File: src/rtl/mips_pkg.sv
// Shared MIPS datapath constants and types used by the register file, ALU, decode
// and the pipeline registers.
package mips_pkg;

    localparam int DATA_W = 32;
    localparam int ADDR_W = 5;
    localparam int NREGS  = 1 << ADDR_W;

    typedef logic [ADDR_W-1:0] reg_addr_t;
    // Bit 0 is the MSB, matching the ALU operand ports.
    typedef logic [0:DATA_W-1] word_t;

    localparam reg_addr_t REG_ZERO = 5'd0;

    // True when an enabled port targets a real (non-zero) register at the same address.
    function automatic logic addr_hit(input logic en, input reg_addr_t a, input reg_addr_t b);
        return en && (a == b) && (a != REG_ZERO);
    endfunction

endpackage

File: src/rtl/reg_scoreboard.sv
// Pending-write scoreboard: one bit per register, set on accepted issue, cleared on writeback.
module reg_scoreboard #(
    parameter int ADDR_W = mips_pkg::ADDR_W,
    parameter int NREGS  = mips_pkg::NREGS
) (
    input  logic              clk,
    input  logic              rst_n,
    input  logic [ADDR_W-1:0] rs_addr,
    input  logic [ADDR_W-1:0] rt_addr,
    input  logic              we,
    input  logic [ADDR_W-1:0] wr_addr,
    input  logic              issue_valid,
    input  logic [ADDR_W-1:0] issue_dst,
    output logic              rs_busy,
    output logic              rt_busy,
    output logic              stall,
    output logic              issue_accept
);
    import mips_pkg::*;

    logic [NREGS-1:0] pending;
    logic [NREGS-1:0] pending_nxt;
    logic             wb_clr;
    logic             iss_set;

    assign wb_clr  = we && (wr_addr != REG_ZERO);
    assign iss_set = issue_accept && (issue_dst != REG_ZERO);

    // A writeback to the operand's register this cycle is forwarded, so it no longer blocks.
    assign rs_busy      = pending[rs_addr] && !(we && (wr_addr == rs_addr));
    assign rt_busy      = pending[rt_addr] && !(we && (wr_addr == rt_addr));
    assign stall        = rs_busy || rt_busy;
    assign issue_accept = issue_valid && !stall;

    // Set is applied after clear so a newer producer to the same register stays outstanding.
    always_comb begin
        pending_nxt = pending;
        if (wb_clr)
            pending_nxt[wr_addr] = 1'b0;
        if (iss_set)
            pending_nxt[issue_dst] = 1'b1;
        pending_nxt[0] = 1'b0;
    end

    always_ff @(posedge clk) begin
        if (!rst_n)
            pending <= '0;
        else
            pending <= pending_nxt;
    end

endmodule

File: src/rtl/reg_file_sb.sv
// 32x32 MIPS register file with write-first bypass and a pending-write scoreboard
// feeding the decode stall.
module reg_file_sb #(
    parameter int DATA_W = mips_pkg::DATA_W,
    parameter int ADDR_W = mips_pkg::ADDR_W,
    parameter int NREGS  = mips_pkg::NREGS
) (
    input  logic              clk,
    input  logic              rst_n,
    input  logic [ADDR_W-1:0] rs_addr,
    input  logic [ADDR_W-1:0] rt_addr,
    output logic [0:DATA_W-1] rd1,
    output logic [0:DATA_W-1] rd2,
    input  logic              we,
    input  logic [ADDR_W-1:0] wr_addr,
    input  logic [0:DATA_W-1] wr_data,
    input  logic              issue_valid,
    input  logic [ADDR_W-1:0] issue_dst,
    output logic              issue_accept,
    output logic              rs_busy,
    output logic              rt_busy,
    output logic              stall
);
    import mips_pkg::*;

    logic [0:DATA_W-1] regs [NREGS];
    logic              wr_en;

    assign wr_en = we && (wr_addr != REG_ZERO);

    always_ff @(posedge clk) begin
        if (!rst_n) begin
            for (int i = 0; i < NREGS; i++)
                regs[i] <= '0;
        end else if (wr_en) begin
            regs[wr_addr] <= wr_data;
        end
    end

    // Write-first: same-cycle writeback data wins over the stored value; r0 is hard zero.
    always_comb begin
        rd1 = regs[rs_addr];
        if (rs_addr == REG_ZERO)
            rd1 = '0;
        else if (addr_hit(we, wr_addr, rs_addr))
            rd1 = wr_data;
    end

    always_comb begin
        rd2 = regs[rt_addr];
        if (rt_addr == REG_ZERO)
            rd2 = '0;
        else if (addr_hit(we, wr_addr, rt_addr))
            rd2 = wr_data;
    end

    reg_scoreboard #(
        .ADDR_W (ADDR_W),
        .NREGS  (NREGS)
    ) u_sb (
        .clk          (clk),
        .rst_n        (rst_n),
        .rs_addr      (rs_addr),
        .rt_addr      (rt_addr),
        .we           (we),
        .wr_addr      (wr_addr),
        .issue_valid  (issue_valid),
        .issue_dst    (issue_dst),
        .rs_busy      (rs_busy),
        .rt_busy      (rt_busy),
        .stall        (stall),
        .issue_accept (issue_accept)
    );

endmodule
File: config.mk
export PLATFORM = sky130hd
export DESIGN_NAME = reg_file_sb
export DESIGN_NICKNAME = d
export VERILOG_FILES = /design/src/rtl/mips_pkg.sv /design/src/rtl/reg_scoreboard.sv /design/src/rtl/reg_file_sb.sv
export SDC_FILE = /design/constraint.sdc
export NUM_CORES = 2
export LEC_CHECK = 0
export BUFFER_PORTS_ARGS = -buffer_cell sky130_fd_sc_hd__buf_2
export CAP_MARGIN = 20
export CORE_MARGIN = 1
export CORE_UTILIZATION = 55
export CTS_BUF_LIST = sky130_fd_sc_hd__clkbuf_4 sky130_fd_sc_hd__clkbuf_8
export DETAILED_ROUTE_END_ITERATION = 16
export GPL_TIMING_DRIVEN = 0
export PLACE_DENSITY = 0.74
export SLEW_MARGIN = 20
export SYNTH_ARGS = -nofsm -noshare
export SYNTH_HDL_FRONTEND = slang
export SYNTH_SLANG_ARGS = --single-unit
File: constraint.sdc
create_clock -name clk -period 5.65 [get_ports clk]
set_input_delay 1.695 -clock clk [delete_from_list [all_inputs] [get_ports clk]]
set_output_delay 1.695 -clock clk [all_outputs]
set_load 0.03 [all_outputs]
==> reports/qor.csv <==
stage,metric,value,unit
status,status,"finished, violations left",
status,violations,negative setup slack,
pwr,pwr-share-comb,0.204,
pwr,power.leakage,25.7,nW
cells_and_area,design_area,0.0723,mm²
sta,tightestPinTransition,1.16,ns
placement,hpwlAfterDp,183,mm
routing,wire_per_inst,45.7,µm
routing,drt_iter0_markers,8443,
routing,vias,44300,
critical_path,crit_family,buffers and inverters,
cells_and_area,stdcell_count,5958,
pwr,power_frac_seq,0.456,
floorplanning,core.rowCount,117,
routing,ant_nets,0,
clock_network,cts_tree,done,
routing,dr.pass1.iters,8,
synth,synthCells,3861,
global_routing,grt_pass1_vias,41200,
sta,fmax,168,MHz
floorplanning,die_w,324,µm
clock_network,cts_max_path_buffers,3,
critical_path,max_stage_delay,0.40,ns
synth,seq_area_frac_synth,0.551,
floorplanning,io_pins,124,
sta,hold_violations,0,
critical_path,worstPathRequired,3.95,ns
clock_network,cts_buffers,179,
sta,period_minus_slack,5.96,ns
pwr,sw_frac_of_total,0.299,
clock_network,clock_latency,0.91,ns
synth,synthFlopType,edfxtp_1,
clock_network,clock_sinks,1055,
placement,dpl-instance-area,0.0618,mm²
critical_path,crit_chain,"buf_2, clkbuf_8, nor3_1, clkbuf_4, a221oi_2, o21ai_1, a21oi_2, nor3_2, nor3_4, buf_6",
routing,route.detailed.drc,0,
pwr,power_switching,6.06,mW
placement,pre_cts_slack,-2.31,ns
critical_path,crit_buf_inv,4,
floorplanning,initial_core_util,0.557,
sta,slew_headroom,0.223,
synth,yosysWarnings,0,
synth,synth_edf_count,1024,
synth,ys_ff_latch,1055,
clock_network,root_buffer,clkbuf_8,
routing,routed_wl,272,mm
critical_path,slowest_stage,a221oi_2,
routing,vias_per_cell,7.43,
cells_and_area,syn_to_final_growth,27.1,%
sta,slew_viol_final,0,
synth,async_flop_share,0,
sta,rsz0062_at_grt,true,
critical_path,critPathMaxFanout,10,
floorplanning,die_h,324,µm
global_routing,grt_use_total,0.516,
global_routing,grt_pass1_wl,351,mm
sta,finalCritPeriodShare,1.05,
pwr,peakVddDrop,0.222,mV
synth,yosysUniqueCellTypes,56,
critical_path,start_kind,input port,
floorplanning,coreArea,0.102,mm²
pwr,p_total,20.3,mW
cells_and_area,drive_above_1_share,0.375,
pwr,p_per_area,280,mW/mm²
placement,dpl.cell_count,5443,
global_routing,grt_start_max_net_pins,25,
global_routing,antenna_found_initial,22,
pwr,p_int,14.2,mW
sta,setup_viol,66,
clock_network,cts_max_level,4,
global_routing,grt-ovfl-total,0,
sta,setup_tns,-9.47,ns
pwr,clkPwrFrac,0.340,
run,cap_violations,0,
floorplanning,dieArea,0.105,mm²
critical_path,arrival,4.26,ns
clock_network,clkTransAtPathRegs,0.06,ns
sta,fin_skew,0.00888,ns
cells_and_area,nets,4500,
synth,syn_avg_cell_area,14.7,µm²
sta,whs,0.473,ns
sta,fin_ws,-0.307,ns
cells_and_area,final_util,0.708,
placement,gp_congestion,1.05,
synth,syn_area,0.0569,mm²
critical_path,critPathKind,in2out,
placement,io_buffers,113,
critical_path,end_kind,output port,
min_path,hp-class,reg2reg,
-- power by group through the flow --
stage | Sequential [mW] | Combinational, mW | Clock [mW]
6_report | 9.24 | 4.13 | 6.89
5_1_grt | 9.27 | 4.06 | 7.08
4_1_cts | 9.21 | 3.70 | 6.76
3_5_place_dp | 9.37 | 3.07 | 0
3_3_place_gp | 9.41 | 2.86 | 0
2_1_floorplan | 9.32 | 1.64 | 0
-- state kept, by name, indices dropped and copies added (netlist names) --
| name | cells |
|---|---|
| u_sb.pending | 31 |
| regs | 1024 |
-- layout by cell type (no fill, tap or decap), types with 32 or more instances in the layout --
| cell type | count |
|---|---|
| o21ai_4 | 32 |
| mux4_2 | 501 |
| conb_1 | 32 |
| nand2_1 | 35 |
| clkbuf_1 | 197 |
| a21oi_2 | 50 |
| clkbuf_8 | 215 |
| buf_16 | 132 |
| nor2_1 | 109 |
| and2_1 | 993 |
| buf_6 | 60 |
| buf_2 | 53 |
| a221oi_2 | 48 |
| clkinv_1 | 48 |
| o21ai_1 | 47 |
| nor3_2 | 32 |
| clkbuf_4 | 82 |
| mux2i_1 | 184 |
| edfxtp_1 | 1024 |
| buf_4 | 154 |
| buf_12 | 80 |
-- tightest hold or removal path, delay by kind of cell, from the launching register on --
kind	cells	cell delay, ns
buf+inv	1	0.05
compound gates	1	0.05
flops	1	0.32
-- cell type report --
type | instances | area, µm²
diodes | 11 | 27.5
flip-flops and latches | 1055 | 31400
fillers | 6699 | 29800
multi-input cells | 2391 | 26200
well taps | 1368 | 1710
inverters | 34 | 133
clock buffers | 241 | 2980
clock inverters | 75 | 429
plain buffers | 403 | 4060
repair buffers | 380 | 5370
-- cell usage after synthesis, types with 4 or more instances --
| cell type | number | area share |
|---|---|---|
| edfxtp_1 | 1024 | 0.54 |
| and2_1 | 994 | 0.11 |
| mux4_2 | 501 | 0.20 |
| clkbuf_1 | 302 | 0.020 |
| mux2i_1 | 231 | 0.041 |
| nor2_1 | 113 | 0.0075 |
| a221oi_1 | 74 | 0.011 |
| nor3_1 | 68 | 0.0060 |
| a21oi_1 | 65 | 0.0057 |
| o21ai_1 | 57 | 0.0050 |
| a211oi_1 | 50 | 0.0066 |
| buf_2 | 50 | 0.0044 |
| nand2_1 | 40 | 0.0026 |
| o21ai_0 | 39 | 0.0034 |
| dfxtp_1 | 31 | 0.011 |
| buf_4 | 29 | 0.0038 |
| inv_1 | 29 | 0.0019 |
| buf_1 | 17 | 0.0011 |
| o32ai_1 | 15 | 0.0023 |
| buf_6 | 14 | 0.0028 |
| a31oi_1 | 12 | 0.0013 |
| nand3_1 | 11 | 0.00097 |
| or3_1 | 9 | 0.00099 |
| xor2_1 | 8 | 0.0012 |
| nand3b_1 | 7 | 0.00092 |
| nor2b_1 | 5 | 0.00055 |
| o211ai_1 | 5 | 0.00066 |
| o22ai_1 | 5 | 0.00055 |
| o32ai_2 | 5 | 0.0014 |
| inv_2 | 4 | 0.00026 |
| nor4_1 | 4 | 0.00044 |
| o221ai_1 | 4 | 0.00062 |
-- path summary, 6_finish.rpt --
path                               start                           to  slack, ns  cells after the start
max reg2reg  u_sb.pending[25]$_SDFF_PN0_  u_sb.pending[20]$_SDFF_PN0_       3.11                      7
min           u_sb.pending[4]$_SDFF_PN0_   u_sb.pending[4]$_SDFF_PN0_       0.47                      2
max                           rt_addr[2]                      rd2[28]      -0.31                     10
min reg2reg   u_sb.pending[4]$_SDFF_PN0_   u_sb.pending[4]$_SDFF_PN0_       0.47                      2
-- cell families (layout without fill, tap and decap cells) --
kind of cell           Yosys count  in the layout  share of synthesized area
XOR/XNOR                        10             10                    0.00154
multiplexers                   737            737                      0.240
other                            1             43                  0.0000659
AND/OR/NAND/NOR               1265           1265                      0.131
AO/OA/AOI/OAI                  347            347                     0.0417
buffers and inverters          446           1133                     0.0343
flip-flops                    1055           1055                      0.551
-- per-layer routing --
metal / vias to the layer above / track usage / wire length, µm
met5: - / 0.0227 / 727
met4: 26 / 0.372 / 24500
met3: 1277 / 0.305 / 52300
met2: 4792 / 0.691 / 109000
met1: 22100 / 0.610 / 85100
li1: 16100 / - / -
-- what timing repair did --
action,CTS,global route
resized for setup,957,181
gates cloned,24,6
setup buffers,101,71
hold buffers,0,0
setup endpoints to repair,67,66
pin swaps,149,81
No activity file was read; power rests on OpenSTA's default activity.
